==> src/rtl/switch_conditioner.sv <==
`default_nettype none
// ============================================================================
// Module      : switch_conditioner
// Description : Push-button input conditioner. Synchronizes the raw switch
//               pin, debounces it with a consecutive-sample counter and
//               produces a clean level plus single-cycle press, release and
//               long-press pulses.
// Ports       : i_Clk        - system clock (only clock)
//               i_Rst_L      - asynchronous active-low reset
//               i_Switch     - raw asynchronous switch pin, 1 = pressed
//               o_Switch     - debounced switch level
//               o_Press      - 1-cycle pulse with the 0->1 change of o_Switch
//               o_Release    - 1-cycle pulse with the 1->0 change of o_Switch
//               o_Long_Press - 1-cycle pulse once LONG_LIMIT cycles of
//                              continuous o_Switch=1 have elapsed
// Revision    : 1.0 - initial release
// ============================================================================
module switch_conditioner #(
  parameter int SYNC_STAGES    = 2,
  parameter int DEBOUNCE_LIMIT = 250000,
  parameter int LONG_LIMIT     = 25000000
) (
  input  logic i_Clk,
  input  logic i_Rst_L,
  input  logic i_Switch,
  output logic o_Switch,
  output logic o_Press,
  output logic o_Release,
  output logic o_Long_Press
);

  localparam int c_DB_W   = $clog2(DEBOUNCE_LIMIT + 1);
  localparam int c_HOLD_W = $clog2(LONG_LIMIT + 1);

  // Counter value seen on the edge *before* the limit is reached; matching it
  // means the increment on this edge completes the count.
  localparam logic [c_DB_W-1:0]   c_DB_LAST   = c_DB_W'(DEBOUNCE_LIMIT - 1);
  localparam logic [c_DB_W-1:0]   c_DB_ONE    = c_DB_W'(1);
  localparam logic [c_HOLD_W-1:0] c_HOLD_LAST = c_HOLD_W'(LONG_LIMIT - 1);
  localparam logic [c_HOLD_W-1:0] c_HOLD_MAX  = c_HOLD_W'(LONG_LIMIT);
  localparam logic [c_HOLD_W-1:0] c_HOLD_ONE  = c_HOLD_W'(1);

  typedef enum logic [1:0] {
    S_LOW      = 2'd0,
    S_RISE_CHK = 2'd1,
    S_HIGH     = 2'd2,
    S_FALL_CHK = 2'd3
  } state_t;

  logic [SYNC_STAGES-1:0] r_sync;
  logic                   w_sync;

  state_t                 r_state;
  state_t                 w_state_next;
  logic [c_DB_W-1:0]      r_db_cnt;
  logic [c_DB_W-1:0]      w_db_cnt_next;
  logic                   w_switch_next;

  logic [c_HOLD_W-1:0]    r_hold;
  logic                   r_switch;
  logic                   r_press;
  logic                   r_release;
  logic                   r_long;

  // --------------------------------------------------------------------------
  // Input synchronizer: only the last stage is used by the debounce logic.
  // --------------------------------------------------------------------------
  always_ff @(posedge i_Clk or negedge i_Rst_L) begin
    if (!i_Rst_L) begin
      r_sync <= '0;
    end else begin
      r_sync <= {r_sync[SYNC_STAGES-2:0], i_Switch};
    end
  end

  assign w_sync = r_sync[SYNC_STAGES-1];

  // --------------------------------------------------------------------------
  // Debounce FSM: state register
  // --------------------------------------------------------------------------
  always_ff @(posedge i_Clk or negedge i_Rst_L) begin
    if (!i_Rst_L) begin
      r_state  <= S_LOW;
      r_db_cnt <= '0;
    end else begin
      r_state  <= w_state_next;
      r_db_cnt <= w_db_cnt_next;
    end
  end

  // --------------------------------------------------------------------------
  // Debounce FSM: next state and counter. A single differing sample during a
  // check state sends the FSM back to the stable state, so only an unbroken
  // run of DEBOUNCE_LIMIT new-level samples changes the debounced level.
  // --------------------------------------------------------------------------
  always_comb begin
    w_state_next  = r_state;
    w_db_cnt_next = r_db_cnt;
    case (r_state)
      S_LOW: begin
        if (w_sync) begin
          if (DEBOUNCE_LIMIT == 1) begin
            w_state_next  = S_HIGH;
            w_db_cnt_next = '0;
          end else begin
            w_state_next  = S_RISE_CHK;
            w_db_cnt_next = c_DB_ONE;
          end
        end
      end
      S_RISE_CHK: begin
        if (!w_sync) begin
          w_state_next  = S_LOW;
          w_db_cnt_next = '0;
        end else if (r_db_cnt == c_DB_LAST) begin
          w_state_next  = S_HIGH;
          w_db_cnt_next = '0;
        end else begin
          w_db_cnt_next = r_db_cnt + c_DB_ONE;
        end
      end
      S_HIGH: begin
        if (!w_sync) begin
          if (DEBOUNCE_LIMIT == 1) begin
            w_state_next  = S_LOW;
            w_db_cnt_next = '0;
          end else begin
            w_state_next  = S_FALL_CHK;
            w_db_cnt_next = c_DB_ONE;
          end
        end
      end
      S_FALL_CHK: begin
        if (w_sync) begin
          w_state_next  = S_HIGH;
          w_db_cnt_next = '0;
        end else if (r_db_cnt == c_DB_LAST) begin
          w_state_next  = S_LOW;
          w_db_cnt_next = '0;
        end else begin
          w_db_cnt_next = r_db_cnt + c_DB_ONE;
        end
      end
      default: begin
        w_state_next  = S_LOW;
        w_db_cnt_next = '0;
      end
    endcase
  end

  // The level follows the *next* state so o_Switch changes on the same edge
  // as the transition into S_HIGH / S_LOW.
  assign w_switch_next = (w_state_next == S_HIGH) || (w_state_next == S_FALL_CHK);

  // --------------------------------------------------------------------------
  // Registered outputs and hold counter. The hold counter is held at zero
  // while the level is low, so it is zero right after the rising edge, and it
  // keeps counting through S_FALL_CHK. It saturates at LONG_LIMIT so the
  // long-press match can occur only once per press. A release on the same
  // edge as the match suppresses the long-press pulse.
  // --------------------------------------------------------------------------
  always_ff @(posedge i_Clk or negedge i_Rst_L) begin
    if (!i_Rst_L) begin
      r_switch  <= 1'b0;
      r_press   <= 1'b0;
      r_release <= 1'b0;
      r_long    <= 1'b0;
      r_hold    <= '0;
    end else begin
      r_switch  <= w_switch_next;
      r_press   <= w_switch_next & ~r_switch;
      r_release <= ~w_switch_next & r_switch;
      r_long    <= r_switch & w_switch_next & (r_hold == c_HOLD_LAST);
      if (!r_switch) begin
        r_hold <= '0;
      end else if (r_hold != c_HOLD_MAX) begin
        r_hold <= r_hold + c_HOLD_ONE;
      end
    end
  end

  assign o_Switch     = r_switch;
  assign o_Press      = r_press;
  assign o_Release    = r_release;
  assign o_Long_Press = r_long;

endmodule
`default_nettype wire

==> config.mk <==
export PLATFORM = sky130hd
export DESIGN_NAME = switch_conditioner
export DESIGN_NICKNAME = d
export VERILOG_FILES = /design/src/rtl/switch_conditioner.sv
export SDC_FILE = /design/constraint.sdc
export NUM_CORES = 1
export LEC_CHECK = 0
export CORE_ASPECT_RATIO = 0.75
export CORE_MARGIN = 4
export CORE_UTILIZATION = 30
export CTS_BUF_LIST = sky130_fd_sc_hd__clkbuf_8
export DETAILED_ROUTE_END_ITERATION = 10
export GPL_TIMING_DRIVEN = 0
export PLACE_DENSITY = 0.5
export SLEW_MARGIN = 20
export SYNTH_ARGS = -nofsm -noshare
export SYNTH_HDL_FRONTEND = slang
export SYNTH_SLANG_ARGS = --single-unit
==> constraint.sdc <==
create_clock -name i_Clk -period 2.26 [get_ports i_Clk]
set_input_delay 0.226 -clock i_Clk [delete_from_list [all_inputs] [get_ports i_Clk]]
set_output_delay 0.226 -clock i_Clk [all_outputs]
set_load 0.05 [all_outputs]
Word-level counts from Yosys, hierarchy flattened
Cells that the tools add are included.
{ "classes": {"n_reduce_logical": 3, "add_sub_neg": 2, "n_mux": 15, "n_eq_ne": 11, "bitwise": 6} }
{ "op_table": {"columns": ["operator", "count"], "rows": [
  ["$mux 18", 5],
  ["$pmux 18 s4", 1],
  ["$mux 25", 2],
  ["$add 25x1->25 const B", 1],
  ["$eq 25x25->1 const B", 1],
  ["$ne 25x25->1 const B", 1],
  ["$add 18x1->18 const B", 1],
  ["$eq 18x18->1 const B", 1],
  ["$mux 2", 6],
  ["$eq 2x2->1 const B", 4],
  ["$pmux 2 s4", 1],
  ["$and 1x1->1", 4],
  ["$ne 2x2->1 const B", 2],
  ["$eq 2x1->1 const B", 1],
  ["$logic_not 2->1", 1],
  ["$ne 2x1->1 const B", 1],
  ["$not 1->1", 2],
  ["$reduce_and 2->1", 1],
  ["$logic_or 1x1->1", 1]
]} }
{ "word_totals": {"wordCells": 45, "ff_bits": 51} }

Longest topological paths before layout
Gate-level depths: netlist of run 1.
{ "logic_depth": {"ltp_word": 8, "depth_mapped": 7} }

Worst setup path before layout of run 1
OpenSTA, ideal clock, no wires.
{ "synth_timing": {"kind": "register -> register", "startpoint": "register r_state[1]", "endpoint": "register r_db_cnt[8]", "path_stages_with_launch": 7, "period_less_slack_ns": 1.947, "arrival_time_ns": 1.865, "n_path_buf": 1, "setup_slack_ns": 0.313, "cell_sequence": "dfrtp_1 > xor2_2 > nand2_1 > a21oi_1 > buf_2 > o21ai_0 > a31oi_1"} }
{ "synth_between": {"elab_chain_cells": 3, "elab_cells_between_ends": 8, "cone_classes": "eq/ne: 5; mux: 1; reduce/logical: 2"} }
{ "synth_lines": {"columns": ["item", "line", "text"], "rows": [
  ["start: declaration", "53", "state_t r_state;"],
  ["start signal: assignment", "86", "r_state <= w_state_next;"],
  ["$eq 2x2->1 or $logic_not 2->1 (tied branches)", "99", "case (r_state)"],
  ["$ne 2x2->1 (no line)", null, null],
  ["$reduce_and 2->1 (no line)", null, null],
  ["end signal: assignment", "87", "r_db_cnt <= w_db_cnt_next;"],
  ["end: declaration", "55", "logic [c_DB_W-1:0] r_db_cnt;"]
]} }
Parallel ways exist; a longest one is shown, timed or not.
A chain may end at the register's enable or synchronous reset.

Final worst setup path of run 1
{ "layout_timing": {"startpoint": "register r_db_cnt[0]", "endpoint": "register r_db_cnt[8]"} }
{ "layout_between": {"elab_chain_cells": 4, "elab_cells_between_ends": 6, "cone_classes": "add/sub: 1; eq/ne: 1; mux: 4"} }
{ "layout_lines": {"columns": ["item", "line"], "rows": [
  ["$add 18x1->18 or $eq 18x18->1 (tied branches)", null],
  ["$mux 18 *", "115, 137"],
  ["$mux 18, on equally long branches", "134, 112"],
  ["$pmux 18 s4 *", "99"]
]} }
Every way passes the cells marked *; elsewhere a longest branch is shown, timed or not.

==> reports/metrics.yaml, run 1 <==
run_status:
  status: "complete, no violations"
clock_network:
  cts_tree: "yes"
  cts_made_buffers: 5
  cts.htree.levels: 2
  clk_latency_ns: 0.30
  cts.sinks: 50
  clock-root-buffer: "clkbuf_8"
  clockBufferDepth: 2
  post_cts_buffers: 0
  path_clk_slew_ns: 0.10
die:
  ios: 7
  die-area_mm2: 0.0102
  core_area_mm2: 0.00845
  die_y_um: 88.6
  start_util: 0.308
  std_cell_rows: 29
  dieWidth_um: 115
sta:
  skew_ns: 0.00813
  tns_ns: 0
  final-max-slew-violation-count: 0
  hold_viol: 0
  fmax_ghz: 0.489
  rsz0062_at_grt: "false"
  slew-limit-headroom: 0.560
  worst_slack_ns: 0.214
  layout_worst_path_cycle_share: 0.906
  setup_viol_count_final: 0
  min_period_ns: 2.05
  hold_ws_ns: 0.353
  worst_pin_slew_ns: 0.660
detailed_routing:
  drc: 0
  routedWlPerCell_um: 14.2
  ant_nets: 0
  vias: 1986
  drtIter0Drc: 64
  drt-total-wl_um: 5520
  drt-pass1-iter-count: 4
  vias_per_cell: 5.12
synthesis:
  ys_seq_area_frac: 0.481
  yosysTopAreaCellShare: 0.481
  synth_cells: 266
  syn_area_mm2: 0.00260
  ys_types: 47
  syn_nets: 272
  yosys_warnings: 0
  synth_area_leaders: "dfrtp_1 48%, and2_1 4.8%, xnor2_1 4.7%"
  avgSynthCellArea_um2: 9.77
  synth-seq-cells: 50
  yosys.area.top_type: "dfrtp_1"
place:
  dp_slack_ns: 0.0108
  gp_congestion: 0.832
  hpwl_um: 3790
  numPortBuffers: 6
  post-place-cells: 380
  place_area_mm2: 0.00279
cells_and_area:
  fin_cells: 388
  nNetsFinal: 286
  layout_common_cells: "50 x dfrtp_1, 26 x nand2_1, 20 x and2_1"
  layout-drive-gt1-share: 0.0714
  final_common_cell: "dfrtp_1"
  final_core_util: 0.343
  syn_to_final_growth_pct: 11.6
  diodes: 0
  final_area_mm2: 0.00290
critical_path:
  r2r_cells: 7
  r2r_start: "r_db_cnt[0]"
  worstPathRequired_ns: 2.48
  crit_path_start_kind: "flop"
  crit_path_end: "r_db_cnt[8]"
  worst_r2r_endpoint: "r_db_cnt[8]"
  startpoint: "r_db_cnt[0]"
  r2r_slack_ns: 0.21
  crit_fanout: 10
  path_class: "flop to flop"
  end_kind: "flop"
  crit_arrival_ns: 2.27
power_and_ir_drop:
  power_density_mw_per_mm2: 511
  finalPower_mw: 1.48
  peakVddDrop_uv: 227
  p_leak_nw: 1.16
hold_path:
  min_path_type: "flop to flop"
flow_run:
  cap_viol_max_count: 0
global_route:
  grt_pass1_wl_um: 9440
  grt.total_usage: 0.117
  grt_max_degree: 51
  grt_antenna_before_repair: 0
  grt_remaining_overflow: 0
  grt_pass1_vias: 1882
[critical path, cell delays in order, from the launching register on]
cell and delay, ns:
dfrtp_1 0.43, ha_1 0.24, nand3_1 0.27, nor3_2 0.10, a21oi_2 0.32, buf_2 0.29
o21ai_0 0.13, a31oi_1 0.18
[report_power, final]
part           switching (mW)  internal [mW]
combinational          0.0436         0.0202
clock                   0.297          0.205
sequential             0.0122          0.904
total                   0.353           1.13
[flip-flops by register name (all words and copies together), names as in the netlist]
register / count
o_Long_Press: 1
r_state: 2
r_db_cnt: 18
r_sync: 2
o_Press: 1
o_Release: 1
r_hold: 25
[repair_timing]
item | 4_1_cts | 5_1_grt
hold buffers | 1 | 0
endpoints found under the hold margin | 50 | 0
setup endpoints to repair | 4 | 16
gates resized for setup | 1 | 4
[cell families after synthesis]
logic type | share of synthesized area
buffers and inverters | 0.0245
adders and majority gates | 0.0144
muxes | 0.0236
xor gates and xnor gates | 0.0703
DFF | 0.481
and+or+nand+nor | 0.282
AOI/OAI and AO/OA | 0.103
[per-layer routing]
layer	routed length, um	share of wire	vias up	GRT usage
li1	-	-	979	-
met1	2950	0.53	963	0.177
met2	2280	0.41	37	0.169
met3	235	0.043	7	0.0205
met4	64	0.012	0	0.0352
met5	0	0	-	0
[area by class of cell]
type                    instances  area, um2
repair buffers                  7       67.6
plain buffers                  10       41.3
fillers                       877       5550
flip-flops and latches         50       1250
clock inverters                 2       7.51
multi-input cells             200       1310
well taps                     108        135
clock buffers                   5       68.8
inverters                       6       22.5
[synthesized netlist by cell type (all sizes together)]
cell type and instances:
dfrtp 50, nand2 26, and2 20, nand3 18
xnor2 14, nand4 11, nor2 11, o21ai 10
a21oi 8, and3 8, clkbuf 7, nor4 7
a31oi 6, inv 6, xor2 6, mux2i 5
nor2b 5, nor3 5, or3 5, a21boi 3
buf 3, ha 3, o21a 3, a22o 2
and4 2, nand2b 2, nand3b 2, nor3b 2
nor4b 2, o311ai 2, a21o 1, a221o 1
a22oi 1, a41oi 1, mux2 1, nand4b 1
nand4bb 1, o31ai 1, o41a 1, o41ai 1
or2 1, or4 1
[worst min-delay path by stage]
| stage | to | depth (start not counted) | slack, ns | startpoint |
|---|---|---|---|---|
| final | r_sync[1] | 0 | 0.35 | r_sync[0] |
| after global routing | r_sync[0] | 1 | 0.36 | i_Switch |
| after CTS | r_sync[0] | 1 | 0.35 | i_Switch |
| after detailed placement | r_hold[19] | 1 | 0.31 | i_Rst_L |
| after global placement | r_sync[1] | 0 | 0.33 | r_sync[0] |
| after floorplan | o_Long_Press | 0 | -0.07 | i_Rst_L |
Power figures use the tool's default switching activity.
==> run 2: changes to the inputs <==
==> constraint.sdc (replaced) <==
create_clock -name i_Clk -period 2.26 [get_ports i_Clk]
set_input_delay 0.339 -clock i_Clk [delete_from_list [all_inputs] [get_ports i_Clk]]
set_output_delay 0.339 -clock i_Clk [all_outputs]
set_load 0.05 [all_outputs]
==> run 2 against run 1 <==
Net effect:
- clock power about the same
- worst hold slack got worse by 0.29 ns
- non-clock buffer count decreased by 1
- worst setup slack improved by 0.00086 ns
- via count decreased by 0.50%
- final area decreased by 0.34%
- largest cell class unchanged
- sequential power about the same
- critical path depth unchanged
- largest power group unchanged
- first-iteration DRC count decreased by 34%
- maximum frequency about the same
- routed wire length unchanged
==> reports/metrics.yaml, run 2 (synthesis gave the netlist of run 1 again) <==
die:
  die_y_um: 88.6
  start_util: 0.308
  core_area_mm2: 0.00845
  std_cell_rows: 29
  ios: 7
  die-area_mm2: 0.0102
  dieWidth_um: 115
clock_network:
  clockBufferDepth: 2
  clk_latency_ns: 0.30
  cts.htree.levels: 2
  post_cts_buffers: 0
  path_clk_slew_ns: 0.10
  cts_made_buffers: 5
  cts_tree: "yes"
  clock-root-buffer: "clkbuf_8"
  cts.sinks: 50
detailed_routing:
  ant_nets: 0
  drtIter0Drc: 42
  drt-pass1-iter-count: 4
  routedWlPerCell_um: 14.3
  drt-total-wl_um: 5520
  vias_per_cell: 5.11
  vias: 1976
  drc: 0
place:
  hpwl_um: 3790
  place_area_mm2: 0.00279
  gp_congestion: 0.832
  numPortBuffers: 6
cells_and_area:
  syn_to_final_growth_pct: 11.3
  reg_top3: "r_hold: 25 flops, r_db_cnt: 18 flops"
  final_common_cell: "dfrtp_1"
  diodes: 0
  layout_common_cells: "50 x dfrtp_1, 26 x nand2_1, 20 x and2_1"
  register_area_mm2: 0.00125
  layout-drive-gt1-share: 0.0717
  final_area_mm2: 0.00289
  nNetsFinal: 285
  fillCellCount: 875
  largest_reg_flops: 25
  top_register: "r_hold"
  multiInputGateArea_mm2: 0.00131
critical_path:
  crit_fanout: 10
  cp_top_family: "compound AO/OA/AOI/OAI gates"
  worstPathCellList: "ha_1 -> nand3_1 -> nor3_2 -> a21oi_2 -> buf_2 -> o21ai_0 -> a31oi_1"
  worst_path_max_delay_cell: "dfrtp_1"
  cp.depth: 7
  crit_arrival_ns: 2.27
  crit_path_start_kind: "flop"
  r2r_cells: 7
  path_class: "flop to flop"
  worstPathRequired_ns: 2.48
  crit_buf_inv: 1
  slowest_delay_ns: 0.43
  end_kind: "flop"
sta:
  fmax_ghz: 0.489
  layout_worst_path_cycle_share: 0.905
  final-max-slew-violation-count: 0
  min_period_ns: 2.05
  slew-limit-headroom: 0.566
  skew_ns: 0.00749
  rsz0062_at_grt: "false"
  worst_pin_slew_ns: 0.645
  hold_viol: 0
  setup_viol_count_final: 0
  tns_ns: 0
  hold_ws_ns: 0.0649
global_route:
  grt_remaining_overflow: 0
  grt_pass1_wl_um: 9430
  grt_max_degree: 51
  grt.total_usage: 0.116
  grt_antenna_before_repair: 0
  grt_pass1_vias: 1879
power_and_ir_drop:
  p_leak_nw: 1.16
  power_density_mw_per_mm2: 512
  peakVddDrop_uv: 227
run_status:
  status: "complete, no violations"
flow_run:
  cap_viol_max_count: 0
hold_path:
  min_path_type: "input port to async pin"
==> run 2: layout make-up <==
| type | instances | share of cell area |
|---|---|---|
| plain buffers | 10 | 0.0143 |
| clock buffers | 5 | 0.0238 |
| clock inverters | 2 | 0.00260 |
| inverters | 6 | 0.00779 |
| multi-input cells | 200 | 0.452 |
| flip-flops and latches | 50 | 0.433 |
| well taps | 108 | 0.0467 |
| repair buffers | 6 | 0.0199 |
==> run 2: per-stage QoR <==
step                      total power, mW   util  setup slack, ns  instances
after detailed placement            0.999  0.330           0.0108        380
final                                1.48  0.342            0.214        387
after floorplan                     0.963      -            0.313        266
after global routing                 1.55  0.342           0.0375        387
after CTS                            1.50  0.340           0.0458        387
after global placement              0.998  0.331           -0.840        380
==> run 2: power breakdown <==
part / internal (mW) / switching [mW] / total (mW)
clock network: 0.206 / 0.298 / 0.503
registers: 0.904 / 0.0123 / 0.916
logic: 0.0191 / 0.0434 / 0.0625
total: 1.13 / 0.353 / 1.48
==> run 2: final timing paths <==
kind	from	to	slack, ns
hold / removal	i_Rst_L	r_db_cnt[13]	0.06
hold reg to reg	r_sync[0]	r_sync[1]	0.35
setup / recovery	r_db_cnt[0]	r_db_cnt[8]	0.21
setup reg to reg	r_db_cnt[0]	r_db_cnt[8]	0.21
min in group i_Clk	r_sync[0]	r_sync[1]	0.35
max in group asynchronous	i_Rst_L	r_hold[2]	1.76
==> run 2: worst reg2reg max path: stages, from the launching register on <==
cell     delay [ns]
dfrtp_1        0.43
ha_1           0.24
nand3_1        0.28
nor3_2         0.10
a21oi_2        0.32
buf_2          0.29
o21ai_0        0.13
a31oi_1        0.18
==> run 2: what timing repair did <==
item	4_1_cts	5_1_grt
gates resized for setup	1	4
hold buffers	0	0
setup endpoints to repair	4	16
==> run 2: metal layers <==
metal	up-vias	wire, um	GRT usage
li1	974	-	-
met5	-	0	0
met3	5	267	0.0205
met1	956	2910	0.176
met4	0	55	0.0352
met2	41	2290	0.169
==> run 3: changes to the inputs <==
CTS_BUF_LIST = not set   (was sky130_fd_sc_hd__clkbuf_8)
CTS_CLUSTER_SIZE = 16   (was not set)
==> run 3 against run 2 <==
Net effect:
- first-iteration DRC count up 31%
- total power up 15%
- final area rose by 1.9%
- combinational power about the same
- clock power up 44%
- register-to-register slack hardly changed
- clock-buffer cell count increased by 2
- routed wire length decreased by 0.40%
- sequential power is essentially flat
- global-route usage is 0.073 points higher
- worst setup slack better by 0.0075 ns
==> reports/metrics.yaml, run 3 (synthesis gave the netlist of run 1 again) <==
power_and_ir_drop:
  peakVddDrop_uv: 269
  p_sw_uw: 371
  finalPower_mw: 1.70
  power_density_mw_per_mm2: 577
  p_seq_frac: 0.539
  p_int_mw: 1.33
  power_frac_comb: 0.037
  clkPwrFrac: 0.424
  swShare: 0.218
  p_leak_nw: 1.18
sta:
  fmax_ghz: 0.491
  worst_slack_ns: 0.222
  min_period_ns: 2.04
  skew_ns: 0.00484
  layout_worst_path_cycle_share: 0.902
  hold_ws_ns: 0.0909
  slew-limit-headroom: 0.562
  final-max-slew-violation-count: 0
  setup_viol_count_final: 0
  worst_pin_slew_ns: 0.651
  rsz0062_at_grt: "false"
  hold_viol: 0
critical_path:
  slowest_delay_ns: 0.51
  cp_top_family: "simple AND/OR/NAND/NOR gates"
  crit_arrival_ns: 2.22
  worst_path_max_delay_cell: "or4_1"
  worstPathCellList: "ha_2 -> inv_1 -> or4_1 -> buf_2 -> nor3_1 -> xor2_1 -> and2_1"
  r2r_start: "r_hold[0]"
  r2r_slack_ns: 0.22
  crit_path_start_kind: "flop"
  crit_fanout: 8
  worstPathRequired_ns: 2.44
  startpoint: "r_hold[0]"
  crit_buf_inv: 2
  end_kind: "flop"
  path_class: "flop to flop"
detailed_routing:
  drc: 0
  routedWlPerCell_um: 14.2
  ant_nets: 0
  vias_per_cell: 5.12
  drt-pass1-iter-count: 4
  vias: 1983
  drt-total-wl_um: 5500
  drtIter0Drc: 55
die:
  die-area_mm2: 0.0102
  dieWidth_um: 115
  std_cell_rows: 29
  core_area_mm2: 0.00845
  start_util: 0.308
  die_y_um: 88.6
  ios: 7
global_route:
  grt_pass1_wl_um: 9450
  grt.total_usage: 0.117
  grt_pass1_vias: 1879
  grt_antenna_before_repair: 0
  grt_max_degree: 51
  grt_remaining_overflow: 0
place:
  hpwl_um: 3790
  dp_slack_ns: 0.0108
  numPortBuffers: 6
  gp_congestion: 0.832
cells_and_area:
  largest_reg_flops: 25
  final_common_cell: "dfrtp_1"
  layout_common_cells: "50 x dfrtp_1, 26 x nand2_1, 20 x and2_1"
  reg_top3: "r_hold: 25 flops, r_db_cnt: 18 flops"
  nNetsFinal: 285
  syn_to_final_growth_pct: 13.4
  register_area_mm2: 0.00125
  multiInputGateArea_mm2: 0.00131
  layout-drive-gt1-share: 0.0717
  diodes: 0
  top_register: "r_hold"
  fillCellCount: 867
hold_path:
  min_path_type: "input port to async pin"
clock_network:
  cts.htree.levels: 2
  clock-root-buffer: "clkbuf_16"
  path_clk_slew_ns: 0.07
  cts_made_buffers: 5
  cts_tree: "yes"
  clockBufferDepth: 2
  cts.sinks: 50
  clk_latency_ns: 0.29
  cts_resized: 1
  post_cts_buffers: 0
  ctsHoldBuffers: 0
flow_run:
  cap_viol_max_count: 0
run_status:
  status: "complete, no violations"
## run 3: worst paths after layout
path	end	cells past startpoint
worst max-delay path	r_hold[22]	7
worst min-delay path	r_db_cnt[13]	1
worst max register to register	r_hold[22]	7
worst min register to register	r_sync[1]	0
max in group asynchronous	r_hold[2]	1
min in group i_Clk	r_sync[1]	0
## run 3: through the flow
step / util / instances / area (um2) / setup TNS (ns)
floorplan: - / 266 / 2600 / 0
global placement: 0.331 / 380 / 2800 / -41.79
detailed placement: 0.330 / 380 / 2790 / 0
CTS: 0.347 / 387 / 2930 / 0
global route: 0.349 / 387 / 2950 / 0
finish: 0.349 / 387 / 2950 / 0
## run 3: final cells by class
type                    count  area share
repair buffers              6      0.0195
inverters                   6     0.00764
multi-input cells         200       0.444
plain buffers              10      0.0140
clock buffers               7      0.0450
well taps                 108      0.0458
flip-flops and latches     50       0.424
## run 3: per-layer routing
metal  share of wire  routed length (um)  global-route usage  up-vias
met1            0.53                2900               0.175      967
met4           0.017                  95              0.0384        0
met2            0.42                2290               0.171       32
li1                -                   -                   -      976
met3           0.038                 209              0.0205        8
met5               0                   0                   0        -
## run 3: worst register-to-register path: cells and delay by family (launching register included)
kind | cells | cell delay (ns)
simple gates | 3 | 0.89
flops | 1 | 0.42
fa+ha+maj | 1 | 0.27
buf+inv | 2 | 0.26
xor+xnor | 1 | 0.10
## run 3: power by group through the flow
| stage | Combinational, mW | Sequential [mW] | Clock [mW] |
|---|---|---|---|
| finish | 0.0623 | 0.917 | 0.722 |
| global route | 0.0741 | 0.918 | 0.780 |
| CTS | 0.0646 | 0.917 | 0.745 |
| detailed placement | 0.0644 | 0.934 | 0 |
| global placement | 0.0645 | 0.934 | 0 |
| floorplan | 0.0320 | 0.931 | 0 |
